===== src/rtl/alu_serial_seq_if.sv =====
// Request/response bus between the operand/decode stage and the bit-serial ALU sequencer.
// Start acts as valid and ~Busy as ready; Done is a one-cycle strobe marking Result/flags valid.
interface alu_serial_seq_if #(
  parameter int WIDTH = 24
);
  logic             Start;
  logic [2:0]       AluCtrl;
  logic [WIDTH-1:0] A;
  logic [WIDTH-1:0] B;
  logic             Busy;
  logic             Done;
  logic [WIDTH-1:0] Result;
  logic             CarryOut;
  logic             Zero;
  logic             Overflow;

  modport master (
    output Start, AluCtrl, A, B,
    input  Busy, Done, Result, CarryOut, Zero, Overflow
  );

  modport slave (
    input  Start, AluCtrl, A, B,
    output Busy, Done, Result, CarryOut, Zero, Overflow
  );
endinterface


===== src/rtl/alu_serial_seq.sv =====
// Bit-serial sequencer driving a 1-bit ALU slice, LSB first, one bit per cycle; SLT is a subtract pass plus a fix-up cycle.
// Optional signed overflow / corrected SLT enabled by defining ALU_SERIAL_OVERFLOW_EN.
module alu_serial_seq #(
  parameter int WIDTH = 24
) (
  input  logic                Clock,
  input  logic                ResetN,
  alu_serial_seq_if.slave     bus,
  output logic                SliceA,
  output logic                SliceB,
  output logic                SliceCin,
  output logic                SliceBInvert,
  output logic                SliceLess,
  output logic [1:0]          SliceOp,
  input  logic                SliceResult,
  input  logic                SliceCarryOut,
  output logic [1:0]          dbg_state
);

  localparam int CW = $clog2(WIDTH + 1);

`ifdef ALU_SERIAL_OVERFLOW_EN
  localparam logic OVF_EN = 1'b1;
`else
  localparam logic OVF_EN = 1'b0;
`endif

  typedef enum logic [1:0] {IDLE = 2'd0, RUN = 2'd1, SLTFIX = 2'd2, DONE = 2'd3} state_t;

  state_t           state_q, state_d;
  logic [CW-1:0]    cnt_q, cnt_d;
  logic             carry_q, carry_d;
  logic             cin_msb_q, cin_msb_d;
  logic [WIDTH-1:0] a_sh_q, a_sh_d;
  logic [WIDTH-1:0] b_sh_q, b_sh_d;
  logic [WIDTH-2:0] res_sh_q, res_sh_d;
  logic             diff_msb_q, diff_msb_d;
  logic [2:0]       ctrl_q, ctrl_d;
  logic [WIDTH-1:0] result_q, result_d;
  logic             zero_q, zero_d;
  logic             cout_q, cout_d;
  logic             ovf_q, ovf_d;

  logic             is_slt, is_arith, last_bit, slt_set;
  logic [2:0]       ctrl_in;
  logic [WIDTH-1:0] word;

  assign is_slt   = (ctrl_q == 3'b111);
  assign is_arith = (ctrl_q[1:0] == 2'b10) || is_slt;
  assign last_bit = (cnt_q == CW'(WIDTH - 1));
  assign ctrl_in  = (bus.AluCtrl == 3'b011) ? 3'b111 : bus.AluCtrl;
  // The final slice result is still in flight on the last RUN edge, so it is merged in here.
  assign word     = {SliceResult, res_sh_q};
  assign slt_set  = diff_msb_q ^ (OVF_EN & (cin_msb_q ^ carry_q));

  always_comb begin
    SliceA       = 1'b0;
    SliceB       = 1'b0;
    SliceCin     = 1'b0;
    SliceBInvert = 1'b0;
    SliceLess    = 1'b0;
    SliceOp      = 2'b00;
    if (state_q == RUN) begin
      SliceA       = a_sh_q[0];
      SliceB       = b_sh_q[0];
      SliceCin     = carry_q;
      SliceBInvert = ctrl_q[2];
      SliceOp      = is_slt ? 2'b10 : ctrl_q[1:0];
    end
  end

  always_comb begin
    state_d    = state_q;
    cnt_d      = cnt_q;
    carry_d    = carry_q;
    cin_msb_d  = cin_msb_q;
    a_sh_d     = a_sh_q;
    b_sh_d     = b_sh_q;
    res_sh_d   = res_sh_q;
    diff_msb_d = diff_msb_q;
    ctrl_d     = ctrl_q;
    result_d   = result_q;
    zero_d     = zero_q;
    cout_d     = cout_q;
    ovf_d      = ovf_q;
    case (state_q)
      IDLE: begin
        if (bus.Start) begin
          ctrl_d  = ctrl_in;
          a_sh_d  = bus.A;
          b_sh_d  = bus.B;
          carry_d = ctrl_in[2];
          cnt_d   = '0;
          state_d = RUN;
        end
      end
      RUN: begin
        res_sh_d = {SliceResult, res_sh_q[WIDTH-2:1]};
        carry_d  = SliceCarryOut;
        a_sh_d   = a_sh_q >> 1;
        b_sh_d   = b_sh_q >> 1;
        cnt_d    = cnt_q + CW'(1);
        if (last_bit) begin
          // carry_q here is the carry into the MSB, needed for signed overflow.
          cin_msb_d  = carry_q;
          diff_msb_d = SliceResult;
          if (is_slt) begin
            state_d = SLTFIX;
          end else begin
            result_d = word;
            zero_d   = (word == '0);
            cout_d   = is_arith & SliceCarryOut;
            ovf_d    = OVF_EN & is_arith & (carry_q ^ SliceCarryOut);
            state_d  = DONE;
          end
        end
      end
      SLTFIX: begin
        result_d = {{(WIDTH-1){1'b0}}, slt_set};
        zero_d   = ~slt_set;
        cout_d   = carry_q;
        ovf_d    = OVF_EN & (cin_msb_q ^ carry_q);
        state_d  = DONE;
      end
      DONE: state_d = IDLE;
      default: state_d = IDLE;
    endcase
  end

  always_ff @(posedge Clock or negedge ResetN) begin
    if (!ResetN) begin
      state_q    <= IDLE;
      cnt_q      <= '0;
      carry_q    <= 1'b0;
      cin_msb_q  <= 1'b0;
      a_sh_q     <= '0;
      b_sh_q     <= '0;
      res_sh_q   <= '0;
      diff_msb_q <= 1'b0;
      ctrl_q     <= 3'b000;
      result_q   <= '0;
      zero_q     <= 1'b1;
      cout_q     <= 1'b0;
      ovf_q      <= 1'b0;
    end else begin
      state_q    <= state_d;
      cnt_q      <= cnt_d;
      carry_q    <= carry_d;
      cin_msb_q  <= cin_msb_d;
      a_sh_q     <= a_sh_d;
      b_sh_q     <= b_sh_d;
      res_sh_q   <= res_sh_d;
      diff_msb_q <= diff_msb_d;
      ctrl_q     <= ctrl_d;
      result_q   <= result_d;
      zero_q     <= zero_d;
      cout_q     <= cout_d;
      ovf_q      <= ovf_d;
    end
  end

  assign bus.Busy     = (state_q != IDLE);
  assign bus.Done     = (state_q == DONE);
  assign bus.Result   = result_q;
  assign bus.Zero     = zero_q;
  assign bus.CarryOut = cout_q;
  assign bus.Overflow = ovf_q;
  assign dbg_state    = state_q;

endmodule


===== src/flat_wrapper.sv =====
// flat-port wrapper written by rule: the top's interface ports become plain ports
module alu_serial_seq_flat 
#(
  parameter int WIDTH = 24
)
  (Clock, ResetN, SliceA, SliceB, SliceCin, SliceBInvert, SliceLess, SliceOp, SliceResult, SliceCarryOut, dbg_state, bus_Start, bus_AluCtrl, bus_A, bus_B, bus_Busy, bus_Done, bus_Result, bus_CarryOut, bus_Zero, bus_Overflow);
  alu_serial_seq_if #(.WIDTH(WIDTH)) bus_i ();
  input  logic Clock;
  input  logic ResetN;
  output logic SliceA;
  output logic SliceB;
  output logic SliceCin;
  output logic SliceBInvert;
  output logic SliceLess;
  output logic [1:0] SliceOp;
  input  logic SliceResult;
  input  logic SliceCarryOut;
  output logic [1:0] dbg_state;
  input wire logic [$bits(bus_i.Start)-1:0] bus_Start;
  input wire logic [$bits(bus_i.AluCtrl)-1:0] bus_AluCtrl;
  input wire logic [$bits(bus_i.A)-1:0] bus_A;
  input wire logic [$bits(bus_i.B)-1:0] bus_B;
  output wire logic [$bits(bus_i.Busy)-1:0] bus_Busy;
  output wire logic [$bits(bus_i.Done)-1:0] bus_Done;
  output wire logic [$bits(bus_i.Result)-1:0] bus_Result;
  output wire logic [$bits(bus_i.CarryOut)-1:0] bus_CarryOut;
  output wire logic [$bits(bus_i.Zero)-1:0] bus_Zero;
  output wire logic [$bits(bus_i.Overflow)-1:0] bus_Overflow;
  assign bus_i.Start = bus_Start;
  assign bus_i.AluCtrl = bus_AluCtrl;
  assign bus_i.A = bus_A;
  assign bus_i.B = bus_B;
  assign bus_Busy = bus_i.Busy;
  assign bus_Done = bus_i.Done;
  assign bus_Result = bus_i.Result;
  assign bus_CarryOut = bus_i.CarryOut;
  assign bus_Zero = bus_i.Zero;
  assign bus_Overflow = bus_i.Overflow;
  alu_serial_seq #(.WIDTH(WIDTH)) u_core (.Clock(Clock), .ResetN(ResetN), .bus(bus_i), .SliceA(SliceA), .SliceB(SliceB), .SliceCin(SliceCin), .SliceBInvert(SliceBInvert), .SliceLess(SliceLess), .SliceOp(SliceOp), .SliceResult(SliceResult), .SliceCarryOut(SliceCarryOut), .dbg_state(dbg_state));
endmodule

===== config.mk =====
export PLATFORM = sky130hd
export DESIGN_NAME = alu_serial_seq_flat
export DESIGN_NICKNAME = d
export VERILOG_FILES = /design/src/rtl/alu_serial_seq_if.sv /design/src/rtl/alu_serial_seq.sv /design/src/flat_wrapper.sv
export SDC_FILE = /design/constraint.sdc
export NUM_CORES = 1
export LEC_CHECK = 0
export BUFFER_PORTS_ARGS = -buffer_cell sky130_fd_sc_hd__buf_4
export CAP_MARGIN = 30
export CORE_UTILIZATION = 25
export CTS_BUF_LIST = sky130_fd_sc_hd__clkbuf_2
export CTS_CLUSTER_SIZE = 40
export DETAILED_ROUTE_END_ITERATION = 7
export GPL_ROUTABILITY_DRIVEN = 0
export SYNTH_ARGS = -nofsm -noshare
export SYNTH_HDL_FRONTEND = slang
export SYNTH_SLANG_ARGS = --single-unit

===== constraint.sdc =====
create_clock -name Clock -period 2.3 [get_ports Clock]
set_clock_uncertainty 0.1 [all_clocks]
set_input_delay 0.115 -clock Clock [delete_from_list [all_inputs] [get_ports Clock]]
set_output_delay 0.115 -clock Clock [all_outputs]
set_load 0.005 [all_outputs]

==> results of run 1 <==
worst max-delay path by stage:
| stage | from | endpoint | cells past startpoint |
|---|---|---|---|
| final | u_core.dbg_state[1]$_DFFE_PN0P_ | u_core.ctrl_q[0]$_DFFE_PN0P_ | 5 |
| after global routing | u_core.dbg_state[1]$_DFFE_PN0P_ | SliceA | 5 |
| after CTS | u_core.dbg_state[1]$_DFFE_PN0P_ | SliceB | 5 |
| after detailed placement | u_core.dbg_state[1]$_DFFE_PN0P_ | u_core.b_sh_q[9]$_DFFE_PN0P_ | 5 |
| after global placement | u_core.dbg_state[1]$_DFFE_PN0P_ | u_core.b_sh_q[21]$_DFFE_PN0P_ | 5 |
| after floorplan | u_core.dbg_state[0]$_DFFE_PN0P_ | u_core.carry_q$_DFFE_PN0P_ | 6 |
flip-flops by register name (all words and copies together) (netlist names):
register / flops
u_core.a_sh_q: 24
u_core.b_sh_q: 24
u_core.bus.Result: 24
u_core.res_sh_q: 23
u_core.cnt_q: 5
u_core.ctrl_q: 3
u_core.dbg_state: 2
u_core.bus.CarryOut: 1
u_core.bus.Zero: 1
u_core.carry_q: 1
u_core.diff_msb_q: 1
cells by family after synthesis:
| kind of cell | after synthesis |
|---|---|
| AO/OA/AOI/OAI | 92 |
| XOR/XNOR | 1 |
| adder cells (fa/ha/maj) | 5 |
| buffers and inverters | 34 |
| flip-flops | 109 |
| multiplexers | 77 |
| other | 1 |
| AND/OR/NAND/NOR | 131 |
routing by layer:
metal | wire (µm) | part of all wire (%)
met1 | 5198 | 46
met2 | 5505 | 48
met3 | 393 | 3.5
met4 | 294 | 2.6
met5 | 0 | 0
cells in the mapped netlist:
| master | instances | area [µm²] |
|---|---|---|
| xnor2_1 | 1 | 8.760 |
| nand2b_1 | 1 | 6.260 |
| o21ai_1 | 5 | 25.02 |
| buf_2 | 16 | 80.08 |
| conb_1 | 1 | 3.750 |
| nand4_1 | 2 | 12.51 |
| nor2_1 | 5 | 18.77 |
| nor2b_1 | 1 | 6.260 |
| o21a_1 | 1 | 7.510 |
| nor4_1 | 5 | 31.28 |
| a21oi_1 | 9 | 45.04 |
| buf_4 | 3 | 22.52 |
| clkbuf_2 | 4 | 20.02 |
| mux2i_1 | 49 | 490.5 |
| dfrtp_1 | 108 | 2703 |
| and4b_1 | 1 | 10.01 |
| nor3_1 | 2 | 10.01 |
| o22ai_1 | 1 | 6.260 |
| inv_1 | 5 | 18.77 |
| and2_1 | 5 | 31.28 |
| buf_6 | 1 | 11.26 |
| a32o_1 | 1 | 10.01 |
| a22o_1 | 2 | 17.52 |
| nand3_1 | 5 | 25.02 |
| or3_1 | 2 | 12.51 |
| mux2_2 | 28 | 315.3 |
| dfstp_2 | 1 | 26.28 |
| o221ai_2 | 1 | 15.01 |
| o21ai_0 | 72 | 360.4 |
| ha_1 | 5 | 62.56 |
| clkbuf_1 | 5 | 18.77 |
| nand2_1 | 102 | 382.9 |
critical path, cell delays in order (launching register included):
cell	delay, ns
dfrtp_1	0.50
inv_2	0.12
ha_1	0.33
nand2_1	0.21
mux2_2	0.31
dlygate4sd3_1	0.56
where the power goes:
group          switching [mW]  leakage [nW]  internal, mW
logic                    1.93          1.57          1.88
registers               0.547          1.39          2.73
clock network           0.630        0.0577         0.153
timing repair:
action                                 in CTS  in global routing
pin swaps                                   1                  0
setup endpoints to repair                   2                 39
resized for setup                           1                  2
hold buffers                               60                  0
gates cloned                                1                  0
buffers inserted                            3                  3
endpoints found under the hold margin     173                  0
cell type report:
class	count	area share, %
Clock inverter	4	0.3614
Sequential cell	109	41.49
Inverter	5	0.2853
Clock buffer	12	0.9131
Multi-Input combinational cell	308	29.75
Timing Repair Buffer	167	22.75
Tap cell	234	4.451
through the flow:
step / power [mW] / area [µm²] / utilization, % / std cells
global route: 8.578 / 6578 / 35.05 / 839
CTS: 7.946 / 6553 / 34.91 / 836
detailed placement: 6.883 / 5796 / 30.88 / 756
global placement: 6.679 / 5796 / 30.88 / 756
finish: 7.867 / 6578 / 35.05 / 839
floorplan: 5.630 / 4818 / - / 451
==> metrics.md, run 1 <==
| Metric | Value |
|---|---|
| DRT iter0 DRCs | 100 |
| Area of the multi-input gates | 1957 µm² |
| CP startpoint kind | register |
| Crit path kind | reg -> reg |
| Post-synth cell types | 32 |
| Sequential cell area fraction in the yosys report | 56.68% |
| Vias | 3757 |
| Fin crit share | 95.80% |
| Post-Route WL | 11390 µm |
| Gate Count Post-Synth | 450 |
| Worst Path Max Fanout | 6 |
| Fill cells | 1888 |
| Outcome | complete, no violations |
| Avg Cell Area, Syn | 10.70 µm² |
| CP Capture Type | register |
| Leak | 3.011 nW |
| Reg2Reg Depth | 5 |
| R2r endpoint | u_core.ctrl_q[0]$_DFFE_PN0P_ |
| Longest Clk Path Bufs | 2 |
| Arr. time, crit path | 2.65 ns |
| Most common cell after layout, fill and taps aside | dfrtp_1 |
| Die Ht | 140.8 µm |
| Setup WS post-layout | 0.09661 ns |
| Initial antenna violation count | 0 |
| Max IR drop VDD | 0.4933 mV |
| # Max-Cap Violations | 0 |
| Post-synthesis register bit count | 109 |
| Hold path depth | 3 |
| Final Critical Period | 2.203 ns |
| CTS buffer count | 9 |
| Fin. max-slew vios | 0 |
| Setup violators final | 0 |
| Die W | 140.8 µm |
| Mapped Area | 4815 µm² |
| Post-Synth Simple-Gate Area | 11.36% |
| Placeable Area | 18770 µm² |
| CTS tree | built |
| Post-synthesis adder-cell area fraction | 1.299% |
| Clk root buf | clkbuf_2 |
| Main combinational cell family by area after synthesis | multiplexers |
| Initial Utilization | 25.65% |
| GR peak layer | met2 |
| Reg area | 2729 µm² |
| 1st-pass router iterations | 4 |
| Row count | 50 |
| Met1 GRT Util | 15.08% |
| # diodes | 0 |
| Clk slew on worst S/H paths | 0.29 ns |
| DRC viols | 0 |
| I/O pins | 94 |
| First-pass GRT wire length | 18960 µm |
| Grt met2 use | 20.53% |
| PD cells | 1196 nW/µm² |
| Post-Place Worst Slack | 0.1641 ns |
| P&R area growth vs syn | 36.62% |
| Global Route Usage Sum | 12.21% |
| Met3 usage | 2.514% |
| Mux cell area share after synthesis | 16.74% |
| Warnings, synthesis | 0 |
| Hold crit path type | in -> reg |
| RSZ-0062 raised after global routing | no |
| Die Area | 19820 µm² |
| Nets | 661 |
| Port buffer count | 91 |
| Largest net degree at the start of global routing | 95 |
| Most frequent cells in the layout | dfrtp_1, nand2_1, buf_4, o21ai_0, dlygate4sd3_1 |
| Sink Count | 109 |
| Setup TNS | 0 ns |
| Fmax achieved | 453.8 MHz |
| Post-route ant nets | 0 |
| Worst hold path endpoint | u_core.b_sh_q[23]$_DFFE_PN0P_ |
| Final Hold Viols | 0 |
| Required @ worst endpoint | 2.74 ns |
| Wire length per cell | 13.58 µm |
| Vias in the first global route | 3797 |
| Total grt overflow | 0 |
| Vias/cell | 4.478 |
| Htree depth | 3 |
| DP Wirelength | 7281 µm |
| Hold_sp | bus_B[23] |
| Fin Hold WS | 0.1708 ns |
| Layout cell share with drive strength beyond 1 | 25.79% |
| Critical R2R Launch | u_core.dbg_state[1]$_DFFE_PN0P_ |
| XOR/XNOR share of the synthesized area | 0.1819% |
| Worst reg2reg setup slack | 0.1 ns |
| Clk Latency, worst-skew pair | 0.61 ns |
| Compound-gate portion of the synthesized area | 10.11% |
No activity file was read; power rests on OpenSTA's default activity.
==> run 2, diff against run 1 <==
--- a/config.mk
+++ b/config.mk
@@ -12,6 +12,7 @@
 export CTS_CLUSTER_SIZE = 40
 export DETAILED_ROUTE_END_ITERATION = 7
 export GPL_ROUTABILITY_DRIVEN = 0
+export SETUP_SLACK_MARGIN = 0.5
 export SYNTH_ARGS = -nofsm -noshare
 export SYNTH_HDL_FRONTEND = slang
 export SYNTH_SLANG_ARGS = --single-unit
==> run 2 against run 1 <==
Against the previous run:
- count of clock-buffer cells in the layout is the same
- wire length increased by 39%
- cell area up 29%
- power up 71%
- register-to-register slack better by 0.19 ns
- critical endpoint is now u_core.b_sh_q[7]$_DFFE_PN0P_
==> metrics.md, run 2 (synthesis results as in run 1) <==
| Metric | Value |
|---|---|
| Outcome | complete, no violations |
| Most frequent cells in the layout | dfrtp_1, buf_4, dlygate4sd3_1, mux2i_1, o21ai_2 |
| Max-Slew Margin vs Limit | 62.48% |
| Setup violators final | 0 (unchanged) |
| Final Hold Viols | 0 (unchanged) |
| CTS tree | built |
| Buf/Inv on CP | 6 (+4) |
| Worst setup path startpoint | u_core.dbg_state[0]$_DFFE_PN0P_ |
| Setup crit end | u_core.b_sh_q[7]$_DFFE_PN0P_ |
| Initial antenna violation count | 0 (unchanged) |
| Fin Hold WS | 0.1577 ns (-0.01312 ns) |
| CP Capture Type | register |
| Fin. max-slew vios | 0 (unchanged) |
| DRT iter0 DRCs | 155 (+55%) |
| P&R area growth vs syn | 76.20% |
| Power Internal | 8.242 mW (+73%) |
| CP startpoint kind | register |
| Final non-filler cell area | 8483 µm² (+29%) |
| Fmax achieved | 497.2 MHz (+9.6%) |
| Total grt overflow | 0 (unchanged) |
| Global Route Usage Sum | 14.55% (+2.3 points) |
| Critical R2R Launch | u_core.dbg_state[0]$_DFFE_PN0P_ |
| Post-Place Worst Slack | 0.2366 ns (+0.07250 ns) |
| Vias/cell | 4.715 (+5.3%) |
| Arr. time, crit path | 2.46 ns (-0.19 ns) |
| Required @ worst endpoint | 2.75 ns (about the same) |
| Die W | 140.8 µm (unchanged) |
| Total power | 13.42 mW (+71%) |
| Most common cell after layout, fill and taps aside | dfrtp_1 |
| Net Sw Power | 5.182 mW (+67%) |
| Clk root buf | clkbuf_2 |
| CP max-delay cell | dfrtp_2 |
| Vias | 4262 (+13%) |
| Largest net degree at the start of global routing | 42 (-56%) |
| Die Area | 19820 µm² (unchanged) |
| Vias in the first global route | 4188 (+10%) |
| Clk Latency, worst-skew pair | 0.62 ns (about the same) |
| PD cells | 1583 nW/µm² (+32%) |
| Cell chain of the critical path | ha_4 -> buf_6 -> buf_6 -> mux2i_4 -> buf_12 -> buf_12 -> buf_12 -> buf_16 -> nand2_2 -> o21ai_1 |
| Initial Utilization | 25.65% (unchanged) |
| # Max-Cap Violations | 0 (unchanged) |
| Finished Layout Cells | 904 (+7.7%) |
| I/O pins | 94 (unchanged) |
| RSZ-0062 raised after global routing | yes |
| Die Ht | 140.8 µm (unchanged) |
| DRC viols | 0 (unchanged) |
| Nets | 726 (+9.8%) |
| Worst slew pin tran | 0.5628 ns |
| Final Critical Period | 2.011 ns (-0.1922 ns) |
| Leak | 3.936 nW (+31%) |
| R2r endpoint | u_core.b_sh_q[7]$_DFFE_PN0P_ |
| Post-DP Area | 5801 µm² (about the same) |
| Fin crit share | 87.44% (-8.4 points) |
| Top cell family by delay on the critical path | buffers and inverters |
| Hold crit path type | in -> reg |
| DP Wirelength | 7383 µm (+1.4%) |
| Wire length per cell | 17.47 µm (+29%) |
| Clk pwr share | 6.9% (-3.0 points) |
| Setup WS post-layout | 0.2888 ns (+0.1922 ns) |
| Most numerous cell on the critical path | buf_12 |
| # diodes | 0 (unchanged) |
| Max stage delay on crit path | 0.52 ns (-0.04 ns) |
| Seq pwr share | 26.1% (-16 points) |
| Reg2Reg Depth | 10 (+5) |
| Worst Path Max Fanout | 6 (unchanged) |
| Htree depth | 3 (unchanged) |
| Critical path depth | 10 (+5) |
| Layout cell share with drive strength beyond 1 | 53.28% (+27 points) |
| Post-route ant nets | 0 (unchanged) |
| Worst reg2reg setup slack | 0.29 ns (+0.19 ns) |
| Sw Share | 38.60% (-0.82 points) |
| Longest Clk Path Bufs | 2 (unchanged) |
| 1st-pass router iterations | 6 (+2) |
| Hold path depth | 3 (unchanged) |
| CTS buffer count | 9 (unchanged) |
| Sink Count | 109 (unchanged) |
| Placeable Area | 18770 µm² (unchanged) |
| Row count | 50 (unchanged) |
| Max IR drop VDD | 0.7335 mV (+49%) |
| Core Util, Final | 45.20% (+10 points) |
| Setup TNS | 0 ns (unchanged) |
| DP Cell Count | 755 (-0.13%) |
| First-pass GRT wire length | 22060 µm (+16%) |
| Comb pwr share | 67.0% (+19 points) |
| Port buffer count | 91 (unchanged) |
| Crit path kind | reg -> reg |
| Clk slew on worst S/H paths | 0.29 ns (about the same) |
| Post-Route WL | 15790 µm (+39%) |
## run 2: cell types whose count changed in the layout (fill, tap and decap cells not counted), moves of 24 or more
cell     change
buf_6       +24
nand2_1     -66
nand2_2     +29
nand2_4     +37
o21ai_0     -69
o21ai_1     +25
o21ai_2     +44
## run 2: cell type report
cell class / instances / area, µm²
clock inverters: 4 / 51.30
flip-flops and latches: 109 / 2731
repair buffers: 232 / 2765
well taps: 234 / 292.8
inverters: 5 / 27.53
clock buffers: 12 / 60.06
fillers: 1648 / 10280
multi-input cells: 308 / 2555
## run 2: power by group through the flow
stage               Combinational, mW  Sequential [mW]  Clock [mW]
floorplan                        2.51             3.19           0
global route                     9.56             3.61        1.04
detailed placement               3.57             3.34           0
finish                           8.99             3.51       0.925
CTS                              6.66             3.31       0.975
global placement                 3.42             3.30           0
## run 2: metal layers
metal | vias up | GRT usage [%] | part of all wire [%]
li1 | 1989 | - | -
met1 | 2144 | 17.57 | 41
met2 | 103 | 25.24 | 54
met3 | 26 | 3.906 | 3.5
met4 | 0 | 4.405 | 1.7
met5 | - | 0 | 0
## run 2: worst register-to-register path, cell delays in order, from the launching register on
cell	delay, ns
dfrtp_2	0.52
ha_4	0.21
buf_6	0.14
buf_6	0.11
mux2i_4	0.24
buf_12	0.17
buf_12	0.13
buf_12	0.10
buf_16	0.12
nand2_2	0.05
o21ai_1	0.07
## run 2: worst min-delay path by stage
| stage | startpoint | endpoint |
|---|---|---|
| 5_1_grt | SliceResult | u_core.bus.Result[23]$_DFFE_PN0P_ |
| 3_5_place_dp | ResetN | u_core.bus.Result[2]$_DFFE_PN0P_ |
| 2_1_floorplan | ResetN | u_core.a_sh_q[0]$_DFFE_PN0P_ |
| 6_report | bus_A[23] | u_core.a_sh_q[23]$_DFFE_PN0P_ |
| 3_3_place_gp | ResetN | u_core.bus.Result[4]$_DFFE_PN0P_ |
| 4_1_cts | bus_A[23] | u_core.a_sh_q[23]$_DFFE_PN0P_ |
## run 2: timing repair
action | in CTS | in global routing
buffers inserted | 33 | 12
pin swaps | 24 | 65
hold buffers | 56 | 0
setup endpoints to repair | 82 | 113
resized for setup | 91 | 203
cloned | 17 | 15
hold endpoints to repair | 173 | 0
